**config.mk**
```make
export PLATFORM = sky130hd
export DESIGN_NAME = id_ex_stage
export DESIGN_NICKNAME = d
export VERILOG_FILES = /design/src/rtl/id_ex_stage.sv
export SDC_FILE = /design/constraint.sdc
export NUM_CORES = 1
export LEC_CHECK = 0
export CORE_AREA = 2 2 125 127
export CTS_BUF_LIST = sky130_fd_sc_hd__clkbuf_4 sky130_fd_sc_hd__clkbuf_8 sky130_fd_sc_hd__clkbuf_16
export DETAILED_ROUTE_END_ITERATION = 10
export DIE_AREA = 0 0 127 129
export PLACE_DENSITY = 0.72
export SLEW_MARGIN = 20
export SYNTH_ARGS = -nofsm -noshare
export SYNTH_HDL_FRONTEND = slang
export SYNTH_SLANG_ARGS = --single-unit
```
**constraint.sdc**
```tcl
create_clock -name clk -period 3.03 [get_ports clk]
set_clock_uncertainty 0.1 [all_clocks]
set_input_delay 0.7575 -clock clk [delete_from_list [all_inputs] [get_ports clk]]
set_output_delay 0.7575 -clock clk [all_outputs]
set_load 0.02 [all_outputs]
```
**src/rtl/id_ex_stage.sv**
```systemverilog
// id_ex_stage: ID/EX pipeline register with load-use / HI-LO hazard detection and MULTU busy tracking.
//   Parameters: DATA_W (operand/immediate/PC width), MULT_CYCLES (cycles MULTU occupies the multiplier, 1..63).
//   Inputs : clk, rst (synchronous, active-low), ex_in/mem_in/wb_in control bundles, mult_start_in,
//            id_opcode/id_funct/id_rs/id_rt/id_rd, rs_data/rt_data/imm_ext/pc_plus4, flush.
//   Outputs: ex_q/mem_q/wb_q/mult_start_q registered control, rs_q/rt_q/rd_q and data registers,
//            stall (combinational, holds PC and IF/ID), mult_busy (multiplier occupied).
module id_ex_stage #(
    parameter int DATA_W      = 32,
    parameter int MULT_CYCLES = 32
) (
    input  logic              clk,
    input  logic              rst,
    input  logic [3:0]        ex_in,
    input  logic [2:0]        mem_in,
    input  logic [1:0]        wb_in,
    input  logic              mult_start_in,
    input  logic [5:0]        id_opcode,
    input  logic [5:0]        id_funct,
    input  logic [4:0]        id_rs,
    input  logic [4:0]        id_rt,
    input  logic [4:0]        id_rd,
    input  logic [DATA_W-1:0] rs_data,
    input  logic [DATA_W-1:0] rt_data,
    input  logic [DATA_W-1:0] imm_ext,
    input  logic [DATA_W-1:0] pc_plus4,
    input  logic              flush,
    output logic [3:0]        ex_q,
    output logic [2:0]        mem_q,
    output logic [1:0]        wb_q,
    output logic              mult_start_q,
    output logic [4:0]        rs_q,
    output logic [4:0]        rt_q,
    output logic [4:0]        rd_q,
    output logic [DATA_W-1:0] rs_data_q,
    output logic [DATA_W-1:0] rt_data_q,
    output logic [DATA_W-1:0] imm_q,
    output logic [DATA_W-1:0] pc_plus4_q,
    output logic              stall,
    output logic              mult_busy
);
    localparam int CW = $clog2(MULT_CYCLES + 1);

    logic [CW-1:0]     cnt_q, cnt_d;
    logic [3:0]        ex_d;
    logic [2:0]        mem_d;
    logic [1:0]        wb_d;
    logic              mult_start_d;
    logic [4:0]        rs_d, rt_d, rd_d;
    logic [DATA_W-1:0] rs_data_d, rt_data_d, imm_d, pc_plus4_d;
    logic              lu, hl, bubble;

    assign mult_busy = cnt_q != '0;
    // load in EX whose destination is read by the instruction in ID
    assign lu = mem_q[2] & (rt_q != 5'd0) & ((rt_q == id_rs) | (rt_q == id_rt));
    // MFHI, MFLO or another MULTU must wait for the multiplier
    assign hl = mult_busy & (id_opcode == 6'h00) &
                ((id_funct == 6'h10) | (id_funct == 6'h12) | (id_funct == 6'h19));
    // flush wins so the front end is free to fetch the branch target
    assign stall  = (lu | hl) & ~flush;
    assign bubble = flush | lu | hl;

    always_comb begin
        ex_d         = bubble ? 4'd0 : ex_in;
        mem_d        = bubble ? 3'd0 : mem_in;
        wb_d         = bubble ? 2'd0 : wb_in;
        mult_start_d = bubble ? 1'b0 : mult_start_in;
        rs_d         = id_rs;
        rt_d         = id_rt;
        rd_d         = id_rd;
        rs_data_d    = rs_data;
        rt_data_d    = rt_data;
        imm_d        = imm_ext;
        pc_plus4_d   = pc_plus4;
        // flush does not clear the counter: a MULTU already in EX completes
        cnt_d        = (mult_start_in & ~bubble) ? CW'(MULT_CYCLES) :
                       mult_busy ? cnt_q - CW'(1) : cnt_q;
    end

    always_ff @(posedge clk) begin
        if (!rst) begin
            ex_q         <= '0;
            mem_q        <= '0;
            wb_q         <= '0;
            mult_start_q <= 1'b0;
            rs_q         <= '0;
            rt_q         <= '0;
            rd_q         <= '0;
            rs_data_q    <= '0;
            rt_data_q    <= '0;
            imm_q        <= '0;
            pc_plus4_q   <= '0;
            cnt_q        <= '0;
        end else begin
            ex_q         <= ex_d;
            mem_q        <= mem_d;
            wb_q         <= wb_d;
            mult_start_q <= mult_start_d;
            rs_q         <= rs_d;
            rt_q         <= rt_d;
            rd_q         <= rd_d;
            rs_data_q    <= rs_data_d;
            rt_data_q    <= rt_data_d;
            imm_q        <= imm_d;
            pc_plus4_q   <= pc_plus4_d;
            cnt_q        <= cnt_d;
        end
    end
endmodule

```
# Word-level counts from Yosys, hierarchy flattened
# Index checks and enable logic that the tools add are counted.
op_classes:
  bitwise_logic: 15
  mux: 2
  addsub: 1
  n_eq_ne: 5
  reduce_logical: 6
ops:
  columns: ["cell", "count"]
  rows:
  - ["6-bit by 5-bit == test with 1-bit output (second input constant)", 3]
  - ["6-bit 2-to-1 mux", 2]
  - ["5-bit == test", 2]
  - ["1-bit AND", 6]
  - ["6-bit logical NOT", 1]
  - ["1-bit OR", 6]
  - ["6-bit nonzero test", 1]
  - ["6-bit by 1-bit subtractor with 6-bit output (second input constant)", 1]
  - ["5-bit nonzero test", 1]
  - ["2-bit OR reduction", 2]
  - ["1-bit inverter", 3]
  - ["2-bit nonzero test", 1]
word_totals:
  output_inout_bits: 155
  input_bits: 168
  word_cells: 42
  register_bits: 159

# Logic depth before layout (Yosys ltp)
depth:
  depth_word: 8
  ltp_mapped: 6
  ltp_nobuf: 6

# Least setup slack after synthesis
# No wires, ideal clock.
synth_timing:
  path_kind: "input port to output port"
  start: "input id_opcode[1]"
  end: "output stall"
  stages: 5
  arrival_time_ns: 2.266
  path_buffers: 1
  required_ns: 2.173
  slack_ns: -0.094
  cell_sequence: "or4b_4 a2111oi_4 a32oi_2 buf_6 nor2_1"
synth_via:
  elab_chain_cells: 5
synth_lines:
  columns: ["item", "line", "text"]
  rows:
  - ["start: declaration", "17", "input logic [5:0] id_opcode,"]
  - ["6-bit logical NOT", "56", "assign hl = mult_busy & (id_opcode == 6'h00) &"]
  - ["1-bit AND (2 in series)", "56", null]
  - ["1-bit OR", "59", "assign stall = (lu | hl) & ~flush;"]
  - ["1-bit AND", "59", null]
  - ["end: declaration", "38", "output logic stall,"]
# Every way passes these cells.

# Worst setup path in the final report
layout_timing:
  start: "input id_funct[2]"
  end: "output stall"
layout_via:
  elab_chain_cells: 6
  elab_cells_between_ends: 8
  classes_between: "3 x eq/ne; 5 x bitwise"
layout_lines:
  columns: ["item", "line", "text"]
  rows:
  - ["start: declaration", "18", "input logic [5:0] id_funct,"]
  - ["6-bit by 5-bit == test with 1-bit output", "57", "((id_funct == 6'h10) | (id_funct == 6'h12) | (id_funct == 6'h19));"]
  - ["1-bit OR", "57", null]
  - ["1-bit OR (*)", "57", null]
  - ["1-bit AND (*)", "56", null]
  - ["1-bit OR (*)", "59", null]
  - ["1-bit AND (*)", "59", null]
# Mark *: on every way between the ends. The rest lies on a longest branch, timed or not.

==> results_dict.tcl <==
set metrics [dict create \
    timing.final.crit_share_pct 98.5 \
    share_of_synthesized_cell_area_in_full_adder_half_adder_and_majority_cells_pct 0.541 \
    place_congestion 0.847 \
    cts_inserted_buffers 17 \
    placed_cells 881 \
    netlist_instances 386 \
    nets 882 \
    antenna_left 0 \
    relSlewSlack_pct 67.8 \
    power.density_nw_per_um2 632 \
    combPwrFrac_pct 17.8 \
    status "completed" \
    yosys.area.top_type_share_pct 68.9 \
    synth_xor_area_share_pct 2.84 \
    worst-slew-pin-transition_ps 481 \
    detailedRoute.firstPassIterationCount 4 \
    tritoncts "done" \
    port_buffers 322 \
    std_cell_rows 45 \
    rsz0062_at_grt "true" \
    cts-root-to-sink-buffers 2 \
    timing_max_transition_violations_final 0 \
    critical_path_fanouts_max 2 \
    ys.warnings.count 0 \
    filler_cell_count 1244 \
    cts_max_level 4 \
    p_leak_nw 3.44 \
    die_height_um 129 \
    layout_min_cycle_time_ps 2980 \
    detailed_place_hpwl_um 10000 \
    synth.cell_area_um2 4620 \
    synth_compound_area_share_pct 2.25 \
    setup_viol_count_final 0 \
    post_synth_mux_area_share_pct 0 \
    initial_standard_cell_utilization_of_the_core_pct 30.9 \
    wire_per_inst_um 14.4 \
    cts-hold-fix-buffers 0 \
    timing_worst_setup_path_type "in -> out" \
    endpoint_kind "primary output" \
    synth_enable_flop_cells 0 \
    seq_area_frac_synth_pct 68.9 \
    most_used_flip_flop_cell_after_synthesis "dfxtp_1" \
    setup_tns_ps 0 \
    n_antenna_cell 0 \
    grt_use_total_pct 15.7 \
    netSwitchingFraction_pct 23.4 \
    ios 323 \
    die_area_um2 16400 \
    pin_count_of_the_biggest_net_entering_global_routing 103 \
    cp_data_arrival_time_ps 2130 \
    power_frac_clock_pct 40.3 \
    clkSlewWorstSetupHoldPaths_ps 50 \
    synthSimpleGateAreaFrac_pct 23.6 \
    via_count 3737 \
    wire_length_of_the_first_global_routing_pass_um 19600 \
    synth-seq-cells 159 \
    netSwitchingPower_w 0.00128 \
    synth_to_layout_area_growth_pct 87.1 \
    hold_viol_final 0 \
    clk_latency_ps 410 \
    first_iter_violations 79 \
    final_cell_count_no_fill 910 \
    route.detailed.vias_per_inst 4.11 \
    post-cts-setup-buffers 0 \
    combinational_family_with_the_most_area_after_synthesis "simple AND/OR/NAND/NOR gates" \
    cell_types_occupying_the_most_area_after_synthesis "dfxtp_1, and2_1, xnor2_1" \
    drcViolationCount 0 \
    grt_remaining_overflow 0 \
    max-cap-violations 0 \
    chipWidth_um 127 \
    cts-root-buf "clkbuf_16" \
    post-synth-top-area-cell "dfxtp_1" \
    cellInternalPower_w 0.00419 \
    power.share.sequential_pct 41.9 \
    async_reset_ff_share_pct 0 \
    coreArea_um2 15000 \
    grt_antenna_before_repair 0 \
    cp-start-kind "input port" \
    achievable-frequency_mhz 335 \
    avgSynthCellArea_um2 12.0 \
    fraction_of_layout_instances_using_a_drive_strength_above_1_pct 7.06 \
    worstPathRequired_ps 2170 \
    vdd_ir_drop_max_uv 522 \
    worst_hold_path_type "reg -> reg" \
    ys_types 26 \
    synth.net_count 556 \
    first_global_vias 3965 \
    total_clock_sinks 159 \
    routed_wl_um 13100 \
]
[worst paths after layout]
| kind | startpoint | end | slack [ps] | depth (start not counted) |
|---|---|---|---|---|
| min | cnt_q[1]$_SDFFE_PP0P_ | cnt_q[1]$_SDFFE_PP0P_ | 510 | 2 |
| max | id_funct[2] | stall | 50 | 6 |
| max reg2reg | rt_q[1]$_SDFF_PN0_ | wb_q[0]$_SDFF_PP0_ | 1070 | 5 |
| min reg2reg | cnt_q[1]$_SDFFE_PP0P_ | cnt_q[1]$_SDFFE_PP0P_ | 510 | 2 |
[cells in the mapped netlist (2+ instances only)]
library cell / count
and2_1: 143
clkbuf_1: 17
xnor2_1: 13
and3_2: 6
xor2_1: 2
nand2_1: 6
dfxtp_1: 159
nand3_1: 5
ha_1: 2
nor2_1: 4
and3_1: 5
a21oi_1: 6
inv_1: 4
nor2b_1: 2
[what timing repair did]
| action | CTS | global route |
|---|---|---|
| gates resized for setup | 15 | 4 |
| pin swaps | 4 | 4 |
| endpoints found under the setup margin | 1 | 1 |
[layer usage]
metal	GRT usage (%)	vias to the layer above	part of all wire, %
met2	27.5	180	50
met1	16.3	1680	38
met4	8.86	0	3.1
met5	0	-	0
li1	-	1848	-
met3	6.11	29	8.9
[flip-flops by register name (all words and copies together), names as in the netlist, 5 cells and up]
name,flops
pc_plus4_q,32
rs_q,5
rt_q,5
imm_q,32
rs_data_q,32
rt_data_q,32
rd_q,5
cnt_q,6
[critical path: stages]
cell       delay (ps)
buf_2             100
or4b_4            520
a2111oi_4         290
a32oi_2           200
nor2_4            130
buf_6             130
[cells in the final DEF (no fill, tap or decap), types with 5 or more instances in the layout]
cell | Yosys | final
nand2_1 | 6 | 6
and3_1 | 5 | 5
a21oi_1 | 6 | 6
xnor2_1 | 13 | 13
nand3_1 | 5 | 5
and2_1 | 143 | 143
clkbuf_16 | 0 | 17
and3_2 | 6 | 6
dfxtp_1 | 159 | 159
clkdlybuf4s50_1 | 0 | 316
[final cells by class]
class                   instances  area, um2  share of cell area (%)
repair buffers                325       3240                    37.4
clock inverters                10        163                    1.88
well taps                     188        235                    2.72
clock buffers                  19        453                    5.24
inverters                       4       15.0                   0.174
multi-input cells             205       1360                    15.8
flip-flops and latches        159       3180                    36.8
[power by group through the flow]
| stage | combinational (W) | clock (W) | sequential [W] |
|---|---|---|---|
| final | 0.000973 | 0.00220 | 0.00229 |
| after floorplan | 0.000324 | 0 | 0.00247 |
| after CTS | 0.000983 | 0.00227 | 0.00229 |
| after detailed placement | 0.000978 | 0 | 0.00234 |
| after global routing | 0.00105 | 0.00235 | 0.00230 |
| after global placement | 0.000954 | 0 | 0.00233 |
[per-stage QoR]
step	power [W]	worst slack, ps	cell area [um2]	hold WS [ps]	util (%)
finish	0.00547	45.5	8650	510	57.7
global route	0.00570	-44.6	8650	538	57.7
CTS	0.00555	5.10	8660	514	57.8
detailed placement	0.00332	-827	8050	502	53.7
global placement	0.00329	-828	8050	469	53.7
floorplan	0.00279	54.6	4630	448	-
[cells by family after synthesis]
| group | count (synthesis) |
|---|---|
| AND/OR/NAND/NOR | 176 |
| flip-flops | 159 |
| buffers and inverters | 22 |
| XOR/XNOR | 15 |
| AO/OA/AOI/OAI | 12 |
| adder cells (fa/ha/maj) | 2 |
(Power assumes the default switching activity.)
